===== src/rtl/cdc_hs_sender_if.sv =====
// Bundle between local logic, the cdc_hs_sender block and the destination domain.
// master: the surrounding environment; slave: the sender block itself.
interface cdc_hs_sender_if #(
  parameter int DATA_LEN = 8
);
  logic                in_valid;
  logic                in_ready;
  logic [DATA_LEN-1:0] in_data;
  logic                cdc_req;
  logic [DATA_LEN-1:0] cdc_data;
  logic                cdc_ack;
  logic                done;
  logic                busy;
  logic                timeout_err;
  logic                err_clr;

  modport master (
    output in_valid, in_data, cdc_ack, err_clr,
    input  in_ready, cdc_req, cdc_data, done, busy, timeout_err
  );

  modport slave (
    input  in_valid, in_data, cdc_ack, err_clr,
    output in_ready, cdc_req, cdc_data, done, busy, timeout_err
  );
endinterface


===== src/rtl/cdc_hs_sender.sv =====
// Source-domain end of a 4-phase req/ack CDC handshake: accepts one word, holds it
// on cdc_data with a level request, and waits for the synchronised ack to rise and fall.
module cdc_hs_sender #(
  parameter int DATA_LEN    = 8,
  parameter int SYNC_STAGES = 2,
  parameter int TIMEOUT     = 0
) (
  input  logic            clk,
  input  logic            rst,
  cdc_hs_sender_if.slave  bus
);

  localparam int CNT_W = (TIMEOUT > 0) ? $clog2(TIMEOUT + 1) : 1;
  localparam logic [CNT_W-1:0] CNT_MAX = CNT_W'(TIMEOUT);

  typedef enum logic [1:0] {
    S_IDLE,
    S_REQ,
    S_DROP
  } state_t;

  state_t                r_state;
  logic [SYNC_STAGES-1:0] r_sync;
  logic [CNT_W-1:0]      r_cnt;
  logic                  r_req;
  logic [DATA_LEN-1:0]   r_data;
  logic                  r_done;
  logic                  r_err;

  logic w_ack_s;
  logic w_in_ready;
  logic w_phase_stay;
  logic w_cnt_inc;
  logic w_cnt_hit;

  // cdc_ack is asynchronous: this chain is the only place it is sampled.
  always_ff @(posedge clk or posedge rst) begin
    if (rst) begin
      r_sync <= '0;
    end else begin
      r_sync <= {r_sync[SYNC_STAGES-2:0], bus.cdc_ack};
    end
  end

  assign w_ack_s    = r_sync[SYNC_STAGES-1];
  assign w_in_ready = (r_state == S_IDLE) && !w_ack_s;

  // Counter only advances while a phase is still waiting; leaving a phase clears it instead.
  assign w_phase_stay = ((r_state == S_REQ) && !w_ack_s) || ((r_state == S_DROP) && w_ack_s);
  assign w_cnt_inc    = (TIMEOUT != 0) && w_phase_stay && (r_cnt != CNT_MAX);
  assign w_cnt_hit    = w_cnt_inc && (CNT_W'(r_cnt + 1'b1) == CNT_MAX);

  // NOTE: all state below updates with non-blocking assignments so every register
  // sees the pre-edge values of the others, independent of statement order.
  always_ff @(posedge clk or posedge rst) begin
    if (rst) begin
      r_state <= S_IDLE;
      r_cnt   <= '0;
      r_req   <= 1'b0;
      r_data  <= '0;
      r_done  <= 1'b0;
      r_err   <= 1'b0;
    end else begin
      r_done <= 1'b0;

      if (w_cnt_inc) begin
        r_cnt <= CNT_W'(r_cnt + 1'b1);
      end

      case (r_state)
        S_IDLE: begin
          if (bus.in_valid && w_in_ready) begin
            r_state <= S_REQ;
            r_data  <= bus.in_data;
            r_req   <= 1'b1;
            r_cnt   <= '0;
          end
        end
        S_REQ: begin
          if (w_ack_s) begin
            r_state <= S_DROP;
            r_req   <= 1'b0;
            r_cnt   <= '0;
          end
        end
        S_DROP: begin
          if (!w_ack_s) begin
            r_state <= S_IDLE;
            r_done  <= 1'b1;
          end
        end
        default: begin
          r_state <= S_IDLE;
          r_req   <= 1'b0;
        end
      endcase

      // A timeout reached in the same cycle as err_clr must not be lost.
      if (w_cnt_hit) begin
        r_err <= 1'b1;
      end else if (bus.err_clr) begin
        r_err <= 1'b0;
      end
    end
  end

  assign bus.in_ready    = w_in_ready;
  assign bus.busy        = (r_state != S_IDLE);
  assign bus.cdc_req     = r_req;
  assign bus.cdc_data    = r_data;
  assign bus.done        = r_done;
  assign bus.timeout_err = r_err;

endmodule


===== src/flat_wrapper.sv =====
// flat-port wrapper written by rule: the top's interface ports become plain ports
module cdc_hs_sender_flat 
#(
  parameter int DATA_LEN    = 8,
  parameter int SYNC_STAGES = 2,
  parameter int TIMEOUT     = 0
)
  (clk, rst, bus_in_valid, bus_in_data, bus_cdc_ack, bus_err_clr, bus_in_ready, bus_cdc_req, bus_cdc_data, bus_done, bus_busy, bus_timeout_err);
  cdc_hs_sender_if #(.DATA_LEN(DATA_LEN)) bus_i ();
  input  logic clk;
  input  logic rst;
  input wire logic [$bits(bus_i.in_valid)-1:0] bus_in_valid;
  input wire logic [$bits(bus_i.in_data)-1:0] bus_in_data;
  input wire logic [$bits(bus_i.cdc_ack)-1:0] bus_cdc_ack;
  input wire logic [$bits(bus_i.err_clr)-1:0] bus_err_clr;
  output wire logic [$bits(bus_i.in_ready)-1:0] bus_in_ready;
  output wire logic [$bits(bus_i.cdc_req)-1:0] bus_cdc_req;
  output wire logic [$bits(bus_i.cdc_data)-1:0] bus_cdc_data;
  output wire logic [$bits(bus_i.done)-1:0] bus_done;
  output wire logic [$bits(bus_i.busy)-1:0] bus_busy;
  output wire logic [$bits(bus_i.timeout_err)-1:0] bus_timeout_err;
  assign bus_i.in_valid = bus_in_valid;
  assign bus_i.in_data = bus_in_data;
  assign bus_i.cdc_ack = bus_cdc_ack;
  assign bus_i.err_clr = bus_err_clr;
  assign bus_in_ready = bus_i.in_ready;
  assign bus_cdc_req = bus_i.cdc_req;
  assign bus_cdc_data = bus_i.cdc_data;
  assign bus_done = bus_i.done;
  assign bus_busy = bus_i.busy;
  assign bus_timeout_err = bus_i.timeout_err;
  cdc_hs_sender #(.DATA_LEN(DATA_LEN), .SYNC_STAGES(SYNC_STAGES), .TIMEOUT(TIMEOUT)) u_core (.clk(clk), .rst(rst), .bus(bus_i));
endmodule

===== config.mk =====
export PLATFORM = sky130hd
export DESIGN_NAME = cdc_hs_sender_flat
export DESIGN_NICKNAME = d
export VERILOG_FILES = /design/src/rtl/cdc_hs_sender_if.sv /design/src/rtl/cdc_hs_sender.sv /design/src/flat_wrapper.sv
export SDC_FILE = /design/constraint.sdc
export NUM_CORES = 1
export LEC_CHECK = 0
export CORE_MARGIN = 5
export CORE_UTILIZATION = 42
export DETAILED_ROUTE_END_ITERATION = 7
export PLACE_DENSITY = 0.81
export SKIP_CTS_REPAIR_TIMING = 1
export SKIP_LAST_GASP = 1
export SLEW_MARGIN = 40
export SYNTH_ARGS = -nofsm -noshare
export SYNTH_HDL_FRONTEND = slang
export SYNTH_SLANG_ARGS = --single-unit

===== constraint.sdc =====
create_clock -name clk -period 2.3 [get_ports clk]
set_clock_uncertainty 0.1 [all_clocks]
set_input_delay 0.23 -clock clk [delete_from_list [all_inputs] [get_ports clk]]
set_output_delay 0.23 -clock clk [all_outputs]
set_load 0.02 [all_outputs]

## Word-level counts from Yosys, hierarchy flattened

Index checks and enable logic that the tools add are counted.

- Equal/unequal tests: 5
- Reductions and logical operators: 8
- Bitwise logic cells: 1
- Multiplexer cells: 9

Operators by type and width:

| operator | count |
|---|---|
| $mux W2 | 3 |
| $pmux W2 S3 | 1 |
| $reduce_and A3 Y1 | 2 |
| $mux W1 | 4 |
| $ne A2 B2 Y1 const B | 2 |
| $pmux W1 S3 | 1 |
| $eq A2 B1 Y1 const B | 1 |
| $eq A2 B2 Y1 const B | 1 |
| $logic_and A1 B1 Y1 | 2 |
| $logic_not A2 Y1 | 1 |
| $ne A2 B1 Y1 const B | 1 |
| $reduce_and A2 Y1 | 1 |
| $reduce_bool A2 Y1 | 1 |
| $logic_not A1 Y1 | 1 |
| $not A1 Y1 | 1 |

- Output and inout bits: 13
- Bits in registers: 14

## Longest topological paths before layout

- Depth after elaboration: 5
- Mapped depth: 4
- Depth with buffers taken out: 3

## Worst setup path before layout

Ideal clock, no wire load.

- Path type: register -> register
- From: reg u_core.r_state[1]
- To: reg u_core.r_data[0] (netlist: u_core.bus.cdc_data[0])
- Arrival: 1.443 ns
- Cell stages (with the launch flop): 5
- Setup slack: 0.632 ns
- Clock period less this slack: 1.668 ns
- Data required time: 2.075 ns
- Buffers on the path: 1
- Cell sequence: dfrtp_1 > nor3_2 > and2_4 > buf_6 > mux2_4

- Word-level cells in the longest chain between the ends: 4

RTL lines:

| element | line | source |
|---|---|---|
| start, declared | cdc_hs_sender.sv:22 | `state_t r_state;` |
| start signal, assigned | cdc_hs_sender.sv:57 | `r_state <= S_IDLE;` |
| start signal, assigned | cdc_hs_sender.sv:73 | `r_state <= S_REQ;` |
| start signal, assigned | cdc_hs_sender.sv:81 | `r_state <= S_DROP;` |
| $logic_not A2 Y1 | cdc_hs_sender.sv:46 | `assign w_in_ready = (r_state == S_IDLE) && !w_ack_s;` |
| $logic_and A1 B1 Y1 | cdc_hs_sender.sv:46 |  |
| named net bus_in_ready | flat_wrapper.sv:16 | `output wire logic [$bits(bus_i.in_ready)-1:0] bus_in_ready;` |
| $logic_and A1 B1 Y1 | cdc_hs_sender.sv:72 | `if (bus.in_valid && w_in_ready) begin` |
| $reduce_and A2 Y1 (no line) | n/a |  |
| end signal, assigned | cdc_hs_sender.sv:74 | `r_data <= bus.in_data;` |
| end, declared | cdc_hs_sender.sv:26 | `logic [DATA_LEN-1:0] r_data;` |

The timed path passes the listed nets, and every way through them passes these cells.
A chain may end at the register's enable or synchronous reset.

## Worst setup path in the final report

- From: reg u_core.r_state[0]
- To: out bus_in_ready

- Word-level cells in the longest chain between the ends: 2

RTL lines:

| element | line |
|---|---|
| $logic_not A2 Y1 | cdc_hs_sender.sv:46 |
| $logic_and A1 B1 Y1 | cdc_hs_sender.sv:46 |
| end, declared | flat_wrapper.sv:16 |

Every way passes these cells.

==> results.yml <==
grt:
  antenna_found_initial: 0
  met2_usage_pct: 18.7
  grt_util_met3_pct: 4.60
  grt_pass1_vias: 426
  grt_remaining_overflow: 0
  use_met1_pct: 14.5
  busiest_layer: "met2"
  track_usage_pct: 11.9
  grt_start_max_net_pins: 15
  grt_pass1_wl_um: 1800
sta:
  max_freq_ghz: 0.519
  tightest_slew_ns: 0.509
  finalHoldViolCount: 0
  slew_viol_final: 0
  post-route-period-util_pct: 83.8
  setup_viol: 0
  min_period_ns: 1.93
  rsz0062_at_grt: "false"
  setup-tns-final_ns: 0
  max_slew_margin_pct: 66.1
finish:
  area_delta_synth_final_pct: 46.4
  nNetsFinal: 77
  stdcell_count: 78
  layout-drive-gt1-share_pct: 23.8
  diodes: 0
  final_util_pct: 64.6
synthesis:
  synth_most_common_cell: "dfrtp_1"
  synth_top_area_cell: "dfrtp_1"
  synth_nets: 51
  ys_ff_latch: 14
  async_flop_share_pct: 100
  syn_area_um2: 574
  synth_top_area_share_pct: 61.0
  seq_area_frac_synth_pct: 61.0
  yosys_warnings: 0
  postSynthCellCount: 38
  synth_edf_count: 0
  synth_area_leaders: "dfrtp_1 61%, mux2_4 21%, buf_6 2.0%"
  synth.avg_cell_area_um2: 15.1
  ys_top_cells_by_count: "14 x dfrtp_1, 8 x mux2_4, 3 x inv_1"
  ys.flop_type: "dfrtp_1"
  ys_types: 16
placement:
  dp_cells: 74
  portBuffers: 23
  gp_congestion: 0.581
  hpwl_um: 820
clock_network:
  cts_sinks: 14
  cts_buffer_depth: 2
  h-tree-depth: 1
  path_clk_slew_ns: 0.09
  cts_buffers: 3
  clk_latency_ns: 0.27
  cts_tree: "done"
  cts-root-buf: "clkbuf_4"
route:
  drtIter0Drc: 6
  vias: 378
  first_pass_iters: 4
  wl_per_cell_um: 13.7
  drc: 0
  avgViaCountPerCell: 4.85
  drtAntennaViolNets: 0
  routed_wl_um: 1070
floorplan:
  io_pins: 26
  start_util_pct: 44.1
  coreArea_um2: 1300
  die_width_um: 47.0
  dieArea_um2: 2210
  rows: 13
  die_height_um: 47.0
setup_path:
  cp-start-kind: "register"
  path_class: "reg -> out"
  cp_data_required_time_ns: 1.97
  path_max_fanout: 7
  cp.arrival_ns: 1.60
  end_kind: "output pin"
power:
  p_int_uw: 567
  p_seq_share_pct: 41.8
  peakVddDrop_uv: 588
  swShare_pct: 29.4
  p_switching_uw: 237
  p_comb_share_pct: 36.6
  powerDensity_nw_per_um2: 956
  p_leak_uw: 0.000383
  power_frac_clock_pct: 21.6
hold_path:
  hold_class: "in -> async"
run:
  cap_violations: 0
status:
  outcome: "finished, final reports clean"
## per-layer routing
metal	vias to the layer above	wire, um
li1	173	-
met1	187	445
met2	18	499
met3	0	122
met4	0	0
met5	-	0
## state kept, by name (all words and copies together), names as in the netlist
register             flops
u_core.bus.cdc_data      8
u_core.r_state           2
u_core.r_sync            2
u_core.bus.cdc_req       1
u_core.bus.done          1
## stage by stage
stage | hold WS [ns] | total power (uW) | setup slack, ns | cell area [um2]
after global routing | 0.215 | 852 | 0.295 | 841
after detailed placement | 0.237 | 636 | 0.685 | 805
final | 0.172 | 804 | 0.373 | 841
after floorplan | 0.0192 | 498 | 0.632 | 574
after CTS | 0.191 | 817 | 0.357 | 841
after global placement | 0.234 | 629 | 0.698 | 805
## kinds of logic (layout without fill, tap and decap cells)
group / after synthesis / in the layout / synth area share (%)
XOR/XNOR: 1 / 1 / 1.53
multiplexers: 8 / 8 / 20.9
AO/OA/AOI/OAI: 2 / 2 / 2.40
buffers and inverters: 5 / 30 / 5.23
other: 1 / 1 / 0.653
flip-flops: 14 / 14 / 61.0
AND/OR/NAND/NOR: 7 / 7 / 8.28
## power by group through the flow
stage	Clock, uW	Combinational, uW	Sequential (uW)
finish	174	294	336
detailed placement	0	298	338
floorplan	0	104	394
CTS	182	299	336
global placement	0	292	338
global route	197	312	343
## worst max-delay path: stages (launching register included)
cell,delay (ns)
dfrtp_1,0.47
nor3_2,0.21
clkdlybuf4s50_1,0.64
## worst paths after layout
check / startpoint / end / slack, ns / cells past startpoint
worst min-delay path: rst / u_core.bus.cdc_req$_DFFE_PP0P_ / 0.17 / 2
max in group asynchronous: rst / u_core.bus.cdc_data[3]$_DFFE_PP0P_ / 1.58 / 2
worst max register to register: u_core.r_state[0]$_DFFE_PP0P_ / u_core.bus.cdc_data[1]$_DFFE_PP0P_ / 0.81 / 3
min in group clk: u_core.r_sync[0]$_DFF_PP0_ / u_core.r_sync[1]$_DFF_PP0_ / 0.25 / 0
worst max-delay path: u_core.r_state[0]$_DFFE_PP0P_ / bus_in_ready / 0.37 / 2
worst min register to register: u_core.r_sync[0]$_DFF_PP0_ / u_core.r_sync[1]$_DFF_PP0_ / 0.25 / 0
## cells in the final DEF (no fill, tap or decap), types with 3 or more instances in the layout
cell,count
clkdlybuf4s50_1,23
mux2_4,8
inv_1,3
dfrtp_1,14
clkbuf_4,3
## layout make-up
class	count	area [um2]
inverters	3	11.3
multi-input cells	19	194
fillers	107	460
repair buffers	23	230
clock buffers	4	36.3
flip-flops and latches	14	350
well taps	15	18.8
Note: power is estimated with default switching activity, not from simulation.
==> patch (same settings) <==
The 3 states of `state_t` get a one-hot encoding in 3 bits.
--- a/src/rtl/cdc_hs_sender.sv
+++ b/src/rtl/cdc_hs_sender.sv
@@ -13,10 +13,10 @@
   localparam int CNT_W = (TIMEOUT > 0) ? $clog2(TIMEOUT + 1) : 1;
   localparam logic [CNT_W-1:0] CNT_MAX = CNT_W'(TIMEOUT);
 
-  typedef enum logic [1:0] {
-    S_IDLE,
-    S_REQ,
-    S_DROP
+  typedef enum logic [2:0] {
+    S_IDLE = 3'b001,
+    S_REQ  = 3'b010,
+    S_DROP = 3'b100
   } state_t;
 
   state_t                r_state;
Function: same outputs for any inputs over 10 cycles, from zero or initial values and one cycle with rst high; not proved beyond that.
==> patch against the unedited design <==
- synthesized area increased by 21%
- sequential power increased by 14%
- die area increased by 17%
- sequential cell count increased by 1
- first-iteration DRC count increased by 50%
- wire length increased by 23%
- cell area increased by 12%
- setup slack got worse by 0.041 ns
- largest power group unchanged
- utilization decreased by 3.7 points
- total power increased by 9.6%
==> patch: results (changes against the unedited design) <==
worst_setup_path:
  crit_path_max_incr_delay_ns: 0.60  # -0.04 ns
  critPathArrivalTime_ns: 1.64  # +0.04 ns
  path_delay_family: "buffers and inverters"
  worstPathMaxFanout: 10  # +3
  crit_slowest_cell: "clkdlybuf4s50_1"
global_route:
  use_met3_pct: 5.92  # +1.3 points
  antenna_found_initial: 0  # unchanged
  grt.met2_usage_pct: 19.8  # +1.1 points
  grt_pass1_wl_um: 2230  # +24%
  grt_max_degree: 16  # +1
  use_met1_pct: 12.2  # -2.3 points
  track_usage_pct: 11.8  # -0.070 points
  grt_pass1_vias: 495  # +16%
logic_synthesis:
  synthTopCellsByCount: "14 x dfrtp_1, 8 x mux2_4"
  syn-num-nets: 62  # +22%
  ys_warn_count: 0  # unchanged
  synthDistinctLibCells: 23  # +7
  seq_area_frac_synth_pct: 54.0  # -7.0 points
  ys.flop_type: "dfrtp_1"
  postSynth.asyncResetShare_pct: 100  # unchanged
  synth.area.top_cells: "dfrtp_1 50%, mux2_4 17%, dfstp_2 3.8%, nor4b_4 3.4%, nor4b_1 2.5%"
detailed_routing:
  first_pass_iters: 3  # -1
  wl_per_cell_um: 14.9  # +9.2%
  drt_iter0_drc: 9  # +3
  vias: 445  # +18%
place:
  place_hpwl_um: 1010  # +23%
  port_buffers: 23  # unchanged
  finalWeightedCongestion: 0.684  # +18%
run_status:
  status: "complete, no violations"
clock_network:
  root_buffer: "clkbuf_4"
  cts_max_level: 1  # unchanged
  clk_pin_slew_ns: 0.08
  clkLatencyLatePin_ns: 0.27  # about the same
  cts_buffers: 3  # unchanged
  cts_buffer_depth: 2  # unchanged
layout:
  antenna_cells: 0  # unchanged
  drive_above_1_share_pct: 22.2  # -1.6 points
  fin_nets: 86  # +12%
  largest_reg_flops: 8  # unchanged
  fill_cells: 131  # +22%
power:
  ir_drop_v: 0.000517  # -12%
  p_leak_nw: 0.436  # +14%
timing:
  worst_pin_slew_ns: 0.533  # +0.0249 ns
worst_hold_path:
  hold_class: "primary input to asynchronous set/reset pin"
## patch: cells by family (layout without fill, tap and decap cells)
| kind of cell | count (synthesis) | count (layout) | synth area share [%] |
|---|---|---|---|
| AOI/OAI and AO/OA | 5 | 5 | 3.95 |
| buffers and inverters | 6 | 29 | 6.46 |
| and+or+nand+nor | 12 | 12 | 14.9 |
| xor gates and xnor gates | 1 | 1 | 1.26 |
| DFF | 15 | 15 | 54.0 |
| muxes | 9 | 9 | 18.9 |
| other | 1 | 1 | 0.538 |
## patch: worst reg2reg max path: cells and delay by family (launching register included)
family,cells,cell delay [ns]
flops,1,0.64
simple gates,2,0.46
mux,1,0.33
## patch: cell type report
| cell class | instances | area (um^2) | share of cell area (%) |
|---|---|---|---|
| clock buffers | 4 | 26.3 | 2.80 |
| multi-input cells | 28 | 275 | 29.3 |
| inverters | 2 | 7.51 | 0.800 |
| repair buffers | 23 | 233 | 24.8 |
| well taps | 16 | 20.0 | 2.13 |
| flip-flops and latches | 15 | 377 | 40.1 |
## patch: layer usage
layer | wire length (um) | vias to the layer above
met1 | 539 | 217
met4 | 16 | 0
met2 | 668 | 12
met5 | 0 | -
met3 | 91 | 2
li1 | - | 214
## patch: through the flow
stage               utilization [%]  setup slack [ns]  hold WS [ns]  cells  cell area [um^2]
finish                         60.9             0.333         0.190     88               938
global route                   60.9             0.263         0.226     88               938
CTS                            60.7            0.0865         0.209     88               936
detailed placement             59.0             0.403         0.248     84               910
global placement               59.0             0.417         0.233     84               910
floorplan                         -             0.617        0.0308     49               697
## patch: final timing paths
check	end	startpoint	slack (ns)	cells after the start
worst max register to register	u_core.bus.cdc_data[1]$_DFFE_PP0P_	u_core.r_state[0]$_DFFE_PP1P_	0.66	3
worst min-delay path	u_core.bus.cdc_data[4]$_DFFE_PP0P_	rst	0.19	2
max in group asynchronous	u_core.r_state[0]$_DFFE_PP1P_	rst	1.55	2
min in group clk	u_core.r_sync[1]$_DFF_PP0_	u_core.r_sync[0]$_DFF_PP0_	0.26	0
worst max-delay path	bus_busy	u_core.r_state[2]$_DFFE_PP0P_	0.33	3
worst min register to register	u_core.r_sync[1]$_DFF_PP0_	u_core.r_sync[0]$_DFF_PP0_	0.26	0
## patch: power by group
| group | switching (mW) | leakage (nW) | internal (mW) | total [mW] |
|---|---|---|---|---|
| Clock | 0.0735 | 0.0150 | 0.0672 | 0.141 |
| Sequential | 0.0547 | 0.181 | 0.329 | 0.384 |
| Combinational | 0.147 | 0.239 | 0.210 | 0.357 |
